### src/rtl/fp_pkg.sv
// Shared types for the floating-point alignment pipeline.
package fp_pkg;

    localparam int EXP_W_DEF = 8;
    localparam int MAN_W_DEF = 23;

    // hidden + fraction + guard + round + sticky
    function automatic int sig_width(input int man_w);
        return man_w + 4;
    endfunction

    localparam int SIG_W_DEF = sig_width(MAN_W_DEF);

    typedef enum logic [2:0] {
        CLS_ZERO,
        CLS_SUB,
        CLS_NORM,
        CLS_INF,
        CLS_NAN
    } op_class_e;

    typedef struct packed {
        logic      sign;
        logic      hidden;
        op_class_e cls;
    } op_info_t;

    function automatic op_class_e classify(
        input logic exp_zero,
        input logic exp_ones,
        input logic frac_zero,
        input logic special
    );
        if (exp_zero)
            return frac_zero ? CLS_ZERO : CLS_SUB;
        if (special && exp_ones)
            return frac_zero ? CLS_INF : CLS_NAN;
        return CLS_NORM;
    endfunction

endpackage

### src/rtl/fp_sticky_shift.sv
// Right shift of a significand with saturation; shifted-out bits fold
// into the LSB as a sticky bit.
module fp_sticky_shift #(
    parameter int SIG_W = 27,
    parameter int SH_W  = 8
) (
    input  logic [SIG_W-1:0] sig,
    input  logic [SH_W-1:0]  shamt,
    output logic [SIG_W-1:0] res
);

    logic [SIG_W-1:0] shifted;
    logic [SIG_W-1:0] lost_mask;
    logic             sat;

    always_comb begin
        sat       = 32'(shamt) >= SIG_W;
        shifted   = sig >> shamt;
        lost_mask = ~({SIG_W{1'b1}} << shamt);
        if (sat)
            res = {{(SIG_W-1){1'b0}}, |sig};
        else
            res = {shifted[SIG_W-1:1], shifted[0] | (|(sig & lost_mask))};
    end

endmodule

### src/rtl/fp_align_pipe.sv
// Two-stage FP add/sub operand alignment: S1 classify/compare/swap,
// S2 shift/sticky. Define FP_ALIGN_SPECIAL_EN for inf/NaN handling.
module fp_align_pipe
    import fp_pkg::*;
#(
    parameter int EXP_W = EXP_W_DEF,
    parameter int MAN_W = MAN_W_DEF
) (
    input  logic               clk,
    input  logic               rst,
    input  logic               in_valid,
    output logic               in_ready,
    input  logic [EXP_W+MAN_W:0] in_a,
    input  logic [EXP_W+MAN_W:0] in_b,
    input  logic               in_sub,
    output logic               out_valid,
    input  logic               out_ready,
    output logic [MAN_W+3:0]   big_sig,
    output logic [MAN_W+3:0]   small_sig,
    output logic [EXP_W-1:0]   res_exp,
    output logic               res_sign,
    output logic               eff_sub,
    output logic               swapped,
    output logic               out_nan,
    output logic               out_inf
);

    localparam int SIG_W = sig_width(MAN_W);
    localparam int KEY_W = EXP_W + 1 + MAN_W;
`ifdef FP_ALIGN_SPECIAL_EN
    localparam logic SPECIAL = 1'b1;
`else
    localparam logic SPECIAL = 1'b0;
`endif

    logic [EXP_W-1:0] ea_raw, eb_raw, ea, eb, big_e, small_e;
    logic [MAN_W-1:0] fa, fb;
    op_info_t         op_a, op_b;
    logic [KEY_W-1:0] key_a, key_b;
    logic [SIG_W-1:0] sig_a, sig_b;
    logic             swap, tie, both_zero, esub, nan, inf, sign, big_h;

    always_comb begin
        ea_raw      = in_a[MAN_W +: EXP_W];
        eb_raw      = in_b[MAN_W +: EXP_W];
        fa          = in_a[MAN_W-1:0];
        fb          = in_b[MAN_W-1:0];
        op_a.sign   = in_a[EXP_W+MAN_W];
        op_b.sign   = in_b[EXP_W+MAN_W] ^ in_sub;
        op_a.hidden = |ea_raw;
        op_b.hidden = |eb_raw;
        op_a.cls    = classify(~|ea_raw, &ea_raw, ~|fa, SPECIAL);
        op_b.cls    = classify(~|eb_raw, &eb_raw, ~|fb, SPECIAL);
        // subnormals share the exponent of the smallest normal
        ea          = op_a.hidden ? ea_raw : EXP_W'(1);
        eb          = op_b.hidden ? eb_raw : EXP_W'(1);
        key_a       = {ea, op_a.hidden, fa};
        key_b       = {eb, op_b.hidden, fb};
        swap        = key_b > key_a;
        tie         = key_a == key_b;
        esub        = op_a.sign ^ op_b.sign;
        both_zero   = (op_a.cls == CLS_ZERO) && (op_b.cls == CLS_ZERO);
        nan         = (op_a.cls == CLS_NAN) || (op_b.cls == CLS_NAN) ||
                      ((op_a.cls == CLS_INF) && (op_b.cls == CLS_INF) && esub);
        inf         = ((op_a.cls == CLS_INF) || (op_b.cls == CLS_INF)) && !nan;
        sig_a       = {op_a.hidden, fa, 3'b000};
        sig_b       = {op_b.hidden, fb, 3'b000};
        big_e       = swap ? eb : ea;
        small_e     = swap ? ea : eb;
        big_h       = swap ? op_b.hidden : op_a.hidden;
        if (both_zero)
            sign = op_a.sign & op_b.sign;
        else if (tie && esub)
            sign = 1'b0;
        else
            sign = swap ? op_b.sign : op_a.sign;
    end

    logic             s1_valid;
    logic [SIG_W-1:0] s1_big, s1_small, shifted;
    logic [EXP_W-1:0] s1_shamt, s1_exp;
    logic             s1_sign, s1_esub, s1_swap, s1_nan, s1_inf;
    logic             s1_adv, s2_adv;

    assign s2_adv   = !out_valid || out_ready;
    assign s1_adv   = !s1_valid || s2_adv;
    assign in_ready = s1_adv;

    always_ff @(posedge clk) begin
        if (rst) begin
            s1_valid <= 1'b0;
            s1_big   <= '0;
            s1_small <= '0;
            s1_shamt <= '0;
            s1_exp   <= '0;
            s1_sign  <= 1'b0;
            s1_esub  <= 1'b0;
            s1_swap  <= 1'b0;
            s1_nan   <= 1'b0;
            s1_inf   <= 1'b0;
        end else if (s1_adv) begin
            s1_valid <= in_valid;
            if (in_valid) begin
                s1_big   <= (nan || inf) ? '0 : (swap ? sig_b : sig_a);
                s1_small <= (nan || inf) ? '0 : (swap ? sig_a : sig_b);
                s1_shamt <= big_e - small_e;
                s1_exp   <= (nan || inf) ? '1 : (big_h ? big_e : '0);
                s1_sign  <= sign;
                s1_esub  <= esub;
                s1_swap  <= swap;
                s1_nan   <= nan;
                s1_inf   <= inf;
            end
        end
    end

    fp_sticky_shift #(
        .SIG_W(SIG_W),
        .SH_W (EXP_W)
    ) u_shift (
        .sig  (s1_small),
        .shamt(s1_shamt),
        .res  (shifted)
    );

    always_ff @(posedge clk) begin
        if (rst) begin
            out_valid <= 1'b0;
            big_sig   <= '0;
            small_sig <= '0;
            res_exp   <= '0;
            res_sign  <= 1'b0;
            eff_sub   <= 1'b0;
            swapped   <= 1'b0;
            out_nan   <= 1'b0;
            out_inf   <= 1'b0;
        end else if (s2_adv) begin
            out_valid <= s1_valid;
            if (s1_valid) begin
                big_sig   <= s1_big;
                small_sig <= shifted;
                res_exp   <= s1_exp;
                res_sign  <= s1_sign;
                eff_sub   <= s1_esub;
                swapped   <= s1_swap;
                out_nan   <= s1_nan;
                out_inf   <= s1_inf;
            end
        end
    end

endmodule

### config.mk
export PLATFORM = sky130hd
export DESIGN_NAME = fp_align_pipe
export DESIGN_NICKNAME = d
export VERILOG_FILES = /design/src/rtl/fp_pkg.sv /design/src/rtl/fp_sticky_shift.sv /design/src/rtl/fp_align_pipe.sv
export SDC_FILE = /design/constraint.sdc
export NUM_CORES = 1
export LEC_CHECK = 0
export CAP_MARGIN = 20
export CORE_ASPECT_RATIO = 2
export CORE_MARGIN = 2
export CORE_UTILIZATION = 26
export DETAILED_ROUTE_END_ITERATION = 10
export GPL_TIMING_DRIVEN = 0
export PLACE_DENSITY = 0.43
export SYNTH_ARGS = -nofsm -noshare
export SYNTH_HDL_FRONTEND = slang
export SYNTH_SLANG_ARGS = --single-unit
### constraint.sdc
create_clock -name clk -period 5.3 [get_ports clk]
set_clock_uncertainty 0.1 [all_clocks]
set_input_delay 0.53 -clock clk [delete_from_list [all_inputs] [get_ports clk]]
set_output_delay 0.53 -clock clk [all_outputs]
set_load 0.02 [all_outputs]
==> results.sh, run 1 <==
export IMPL_syn_area_sq_um=8150
export IMPL_synth_edf_count=0
export IMPL_relSlewSlack_pct=21.63
export IMPL_grt_pass1_wl_mm=54.06
export IMPL_cts_buffer_depth=2
export IMPL_gp_congestion=0.9281
export IMPL_period_share_pct=95.99
export IMPL_hold_violations=0
export IMPL_grt_max_degree=17
export IMPL_grt_pass1_vias=8829
export IMPL_io_buffers=133
export IMPL_cp_max_fo=10
export IMPL_cts_sinks=135
export IMPL_cp_data_arrival_time_ns=5.31
export IMPL_holdCritPathClass="reg2reg"
export IMPL_synth_xor_area_share_pct=0.3224
export IMPL_nNetsFinal=1323
export IMPL_p_per_area_nw_per_um2=306.2
export IMPL_clock_fmax_ghz=0.1966
export IMPL_start_util_pct=26.41
export IMPL_clk_pin_slew_ns=0.07
export IMPL_ios=138
export IMPL_worst_slack_ns=0.2123
export IMPL_routed_via_density=5.137
export IMPL_ys_seq_area_share_pct=33.16
export IMPL_cts_tree="built"
export IMPL_total_power_mw=3.272
export IMPL_dp_hpwl_mm=30.25
export IMPL_netlist_top_cells_area="dfxtp_1 33%, nor2_1 6.5%, nand2_1 6.4%"
export IMPL_worst_pin_slew_ns=1.163
export IMPL_synthMostInstantiatedCell="nor2_1"
export IMPL_grt_overflow=0
export IMPL_synthDistinctLibCells=69
export IMPL_synth_commonest_cells="141 x nor2_1, 138 x nand2_1, 135 x dfxtp_1"
export IMPL_fin_area_sq_um=10690
export IMPL_synthAdderAreaFrac_pct=5.051
export IMPL_diodes=0
export IMPL_p_leak_nw=3.965
export IMPL_coreArea_sq_um=30860
export IMPL_fp_dieH_um=254.4
export IMPL_dp_slack_ns=-0.8078
export IMPL_worstSetupPathType="in2reg"
export IMPL_dr_total_vias=8492
export IMPL_ys_seq_elements=135
export IMPL_crit_path_start_kind="input port"
export IMPL_grt_usage_pct=22.64
export IMPL_drt_iter0_markers=412
export IMPL_status="complete, no violations"
export IMPL_drv_slew=0
export IMPL_synth_compound_area_share_pct=23.24
export IMPL_dieArea_sq_um=32870
export IMPL_cts_buffers=17
export IMPL_antenna_found_initial=0
export IMPL_h_tree_depth=4
export IMPL_worstSkewPairLatency_ns=0.45
export IMPL_yosys_area_top_type="dfxtp_1"
export IMPL_synth_cells=1066
export IMPL_endpoint_kind="flop"
export IMPL_antenna_left=0
export IMPL_area_growth_pct=31.10
export IMPL_routed_wl_mm=36.46
export IMPL_yosys_area_share_simple_pct=22.24
export IMPL_syn_area_per_cell_sq_um=7.646
export IMPL_fp_dieW_um=129.2
export IMPL_crit_required_ns=5.52
export IMPL_synth_top_family_by_area="compound AO/OA/AOI/OAI gates"
export IMPL_ys_flop_type="dfxtp_1"
export IMPL_cts_setup_buffers=0
export IMPL_firstDrtPassIters=5
export IMPL_drive_gt1_share_pct=7.206
export IMPL_rsz0062_at_grt="yes"
export IMPL_drc=0
export IMPL_async_flop_share_pct=0
export IMPL_root_buffer="clkbuf_16"
export IMPL_vdd_drop_max_mv=0.2367
export IMPL_yosysWarnings=0
export IMPL_placementRows=91
export IMPL_synth_top_area_share_pct=33.16
export IMPL_synthMuxAreaShare_pct=9.211
export IMPL_cap_violations=0
export IMPL_wl_per_cell_um=22.06
export IMPL_layout_min_cycle_time_ns=5.088
export IMPL_setup_violations=0
export IMPL_place_area_sq_um=10030
==> state kept, by name (all words and copies together), names as in the netlist, 8 cells and up <==
signal,count
small_sig,27
s1_small,24
res_exp,8
big_sig,24
s1_big,24
s1_exp,8
s1_shamt,8
==> path summary, 6_finish.rpt <==
kind                             startpoint  depth (start not counted)  slack, ns      endpoint
worst max register to register  s1_shamt[0]                         11       1.65  small_sig[0]
worst min-delay path             s1_big[16]                          2       0.35   big_sig[16]
worst max-delay path               in_b[26]                         15       0.21     s1_exp[4]
worst min register to register   s1_big[16]                          2       0.35   big_sig[16]
==> power by group <==
group	switching, mW	total, mW	internal (mW)	leakage [nW]
registers	0.0635	1.14	1.08	1.11
logic	0.579	0.907	0.329	2.56
clock network	0.548	1.22	0.676	0.298
==> stage by stage <==
stage / utilization [%] / TNS [ns] / hold WS [ns] / instances
final: 34.63 / 0 / 0.3515 / 1653
after global routing: 34.63 / -0.004568 / 0.3691 / 1653
after CTS: 34.52 / 0 / 0.3555 / 1653
after detailed placement: 32.52 / -29.00 / 0.3466 / 1621
after global placement: 32.45 / -28.34 / 0.3459 / 1619
after floorplan: - / 0 / 0.3271 / 1068
==> per-layer routing <==
layer	vias up	wire [um]	share of wire, %	track usage (%)
met4	0	2927	8.0	16.83
met1	3981	11970	33	20.48
met3	95	1084	3.0	3.105
li1	4141	-	-	-
met5	-	0	0	0
met2	275	20480	56	44.17
==> placed cells by master, fill, tap and decap left out, drive strengths merged, types with 5 or more instances in the layout <==
cell type	Yosys	final
inv	46	55
nand3	28	28
clkbuf	67	85
o21ai	47	47
ha	32	32
mux4	7	7
or4	6	6
nor2	141	141
nor2b	7	7
a31oi	12	12
nand4	15	15
a22oi	23	23
o22ai	6	6
or2	5	5
nand2b	8	8
a21oi	98	98
mux2	7	7
nor4	18	18
buf	20	21
nand3b	5	5
clkdlybuf4s50	0	133
mux2i	51	51
and2	5	5
a2bb2oi	7	7
clkinv	0	5
nand2	139	139
dfxtp	135	135
nor3	12	12
or3	6	6
a211oi	54	54
o211ai	9	9
==> timing repair <==
item,in CTS,in global routing
pin swaps,0,0
endpoints found under the setup margin,28,8
resized for setup,2,11
gates cloned,0,0
hold buffers,0,0
==> cells by family after synthesis <==
group           count (synthesis)
flops                         135
compound gates                291
buf+inv                       134
xor+xnor                        3
other cells                     1
fa+ha+maj                      33
simple gates                  404
mux                            65
==> area by class of cell <==
cell class / instances / area, sq um
inverters: 46 / 172.7
fillers: 3375 / 20170
plain buffers: 88 / 379.1
repair buffers: 135 / 1346
flip-flops and latches: 135 / 2703
well taps: 418 / 523.0
clock buffers: 17 / 425.4
clock inverters: 15 / 180.2
multi-input cells: 799 / 4956
==> critical path, cell delays in order <==
cell and delay [ns]:
clkdlybuf4s50_1 0.59, or4_4 0.64, nor4b_2 0.46, inv_1 0.12, ha_1 0.32, and2_0 0.18, a221oi_1 0.32, o221ai_1 0.18
a211o_1 0.34, o21ai_4 0.31, buf_4 0.26, clkbuf_4 0.31, mux2i_2 0.49, a2bb2oi_1 0.22, nor2_1 0.05
No activity file was read; power rests on OpenSTA's default activity.
==> run 2: changes to the inputs <==
--- a/config.mk
+++ b/config.mk
@@ -5,6 +5,7 @@
 export SDC_FILE = /design/constraint.sdc
 export NUM_CORES = 1
 export LEC_CHECK = 0
+export ABC_AREA = 1
 export CAP_MARGIN = 20
 export CORE_ASPECT_RATIO = 2
 export CORE_MARGIN = 2
@@ -12,6 +13,7 @@
 export DETAILED_ROUTE_END_ITERATION = 10
 export GPL_TIMING_DRIVEN = 0
 export PLACE_DENSITY = 0.43
+export SKIP_CTS_REPAIR_TIMING = 1
 export SYNTH_ARGS = -nofsm -noshare
 export SYNTH_HDL_FRONTEND = slang
 export SYNTH_SLANG_ARGS = --single-unit
==> results.sh, run 2 <==
export IMPL_post_place_cells=1813
export IMPL_finalCoreUtilization_pct=34.41
export IMPL_cp_top_family="simple AND/OR/NAND/NOR gates"
export IMPL_layout_min_cycle_time_ns=4.667
export IMPL_p_per_area_nw_per_um2=307.6
export IMPL_dr_total_vias=9062
export IMPL_yosysWarnings=0
export IMPL_clock_fmax_ghz=0.2143
export IMPL_dieArea_sq_um=32950
export IMPL_status="complete, no violations"
export IMPL_min_to="s1_inf"
export IMPL_netlist_top_cells_area="dfxtp_1 33%, nand2_1 14%, a21oi_1 9.2%"
export IMPL_crit_required_ns=5.58
export IMPL_synth_top_area_share_pct=33.07
export IMPL_p_leak_nw=4.412
export IMPL_drv_slew=0
export IMPL_diodes=0
export IMPL_yosys_area_top_type="dfxtp_1"
export IMPL_final_cells=1845
export IMPL_cap_violations=0
export IMPL_drive_gt1_share_pct=5.116
export IMPL_crit_path_start_kind="input port"
export IMPL_reg2reg_to="small_sig[0]"
export IMPL_fin_area_sq_um=10620
export IMPL_worst_r2r_cell_count=12
export IMPL_worst_pin_slew_ns=0.9236
export IMPL_worstSetupPathType="in2reg"
export IMPL_root_buffer="clkbuf_16"
export IMPL_cts_sinks=135
export IMPL_gp_congestion=0.9320
export IMPL_tns_ns=0
export IMPL_r2r_start="s1_shamt[4]"
export IMPL_synth_commonest_cells="297 x nand2_1, 150 x a21oi_1, 142 x o21ai_0"
export IMPL_critical_path_slowest_cell="nor4_2"
export IMPL_clk_pin_slew_ns=0.07
export IMPL_firstDrtPassIters=5
export IMPL_syn_area_sq_um=8173
export IMPL_cp_buffers_inverters=6
export IMPL_hold_violations=0
export IMPL_path_cells="clkdlybuf4s50_1, inv_1, nand3_1, nor4_2, nor2_1, ha_1, inv_1, nor2_1, nand3_2, nor2_4, nand4_4, nand2_4, buf_6, inv_2, buf_6, o21ai_0, nand2_1, a21oi_1"
export IMPL_routed_via_density=4.912
export IMPL_syn_area_per_cell_sq_um=6.486
export IMPL_largest_reg_flops=27
export IMPL_top_register="small_sig"
export IMPL_area_growth_pct=29.90
export IMPL_vdd_drop_max_mv=0.2124
export IMPL_synth_edf_count=0
export IMPL_relSlewSlack_pct=37.92
export IMPL_endpoint_kind="flop"
export IMPL_worstSkewPairLatency_ns=0.45
export IMPL_ys_flop_type="dfxtp_1"
export IMPL_placementRows=91
export IMPL_period_share_pct=88.05
export IMPL_total_power_mw=3.265
export IMPL_cts_buffers=17
export IMPL_ios=138
export IMPL_start_util_pct=26.49
export IMPL_grt_pass1_wl_mm=54.61
export IMPL_mostFrequentLayoutCells="297 x nand2_1, 150 x a21oi_1, 142 x o21ai_0"
export IMPL_async_flop_share_pct=0
export IMPL_setup_violations=0
export IMPL_cp_data_arrival_time_ns=4.94
export IMPL_cts_tree="built"
export IMPL_synthMostInstantiatedCell="nand2_1"
export IMPL_holdCritPathClass="reg2reg"
export IMPL_h_tree_depth=4
export IMPL_nFillCells=3455
export IMPL_critical_path_max_stage_delay_ns=0.70
export IMPL_antenna_found_initial=0
export IMPL_grt_pass1_vias=9266
export IMPL_grt_overflow=0
export IMPL_rsz0062_at_grt="no"
export IMPL_fp_dieH_um=254.7
export IMPL_nNetsFinal=1515
export IMPL_fp_dieW_um=129.4
export IMPL_coreArea_sq_um=30860
export IMPL_dp_hpwl_mm=30.72
export IMPL_ys_seq_elements=135
export IMPL_min_from="s1_inf"
export IMPL_io_buffers=133
export IMPL_synthDistinctLibCells=51
export IMPL_r2r_slack_ns=2.31
export IMPL_grt_max_degree=17
export IMPL_cp_max_fo=10
export IMPL_place_area_sq_um=10030
export IMPL_synth_cells=1260
export IMPL_routed_wl_mm=37.04
export IMPL_ys_seq_area_share_pct=33.07
export IMPL_drt_iter0_markers=498
export IMPL_wl_per_cell_um=20.08
export IMPL_antenna_left=0
export IMPL_grt_usage_pct=22.88
export IMPL_drc=0
export IMPL_cts_buffer_depth=2
export IMPL_hold_path_depth=2
export IMPL_final_common_cell="nand2_1"
[run 2: cell types whose count changed in the layout (fill, tap and decap cells not counted), moves of 23 or more]
cell / change
mux2i_1: -38
o211ai_1: +23
nand2_1: +159
o21ai_0: +97
inv_1: +64
a21oi_1: +53
a211oi_1: -50
[run 2: worst max-delay path by stage]
stage,slack [ns],endpoint,depth (start not counted),from
2_1_floorplan,2.34,s1_shamt[7],23,in_a[27]
3_3_place_gp,0.20,s1_exp[7],18,in_a[25]
3_5_place_dp,0.20,s1_exp[7],18,in_a[25]
4_1_cts,0.68,s1_exp[7],18,in_a[25]
5_1_grt,0.62,s1_exp[7],18,in_a[25]
6_report,0.63,s1_exp[7],18,in_a[25]
[run 2: cell families (layout without fill, tap and decap cells)]
| logic type | Yosys count | after routing | share of synthesized area, % |
|---|---|---|---|
| flops | 135 | 135 | 33.07 |
| fa+ha+maj | 32 | 32 | 4.899 |
| simple gates | 521 | 521 | 26.91 |
| buf+inv | 203 | 368 | 9.997 |
| xor+xnor | 4 | 4 | 0.4286 |
| compound gates | 359 | 359 | 24.04 |
| other cells | 1 | 3 | 0.04588 |
| mux | 5 | 5 | 0.6124 |
[run 2: metrics by stage]
stage	setup WS, ns	hold slack [ns]
2_1_floorplan	2.344	0.3215
3_3_place_gp	0.2027	0.3310
3_5_place_dp	0.2039	0.3316
4_1_cts	0.6759	0.3425
5_1_grt	0.6159	0.3562
6_report	0.6331	0.3398
[run 2: cell type report]
cell class	instances	area (sq um)	area share (%)
tap	418	523.0	4.926
inverter	117	439.2	4.137
clock buffer	19	442.9	4.172
sequential	135	2703	25.46
multi-input combinational	924	4661	43.90
timing repair buffer	133	1331	12.54
clock inverter	13	138.9	1.308
buffer	86	377.9	3.559
[run 2: report_power, final]
part / total, mW / internal, mW / leakage (nW) / switching [mW]
Sequential: 1.15 / 1.09 / 1.11 / 0.0578
Clock: 1.20 / 0.673 / 0.285 / 0.532
Combinational: 0.914 / 0.309 / 3.02 / 0.605
[run 2: routing by layer]
layer	part of all wire [%]	wire length, um	vias to the layer above	track usage, %
li1	-	-	4503	-
met1	33	12050	4150	19.86
met2	56	20860	291	45.22
met3	3.2	1199	118	3.944
met4	7.9	2933	0	16.65
met5	0	0	-	0
[run 2: tightest hold or removal path, delay by kind of cell (launching register included)]
family,cells,cell delay (ns)
flip-flops,1,0.31
AND/OR/NAND/NOR,2,0.10
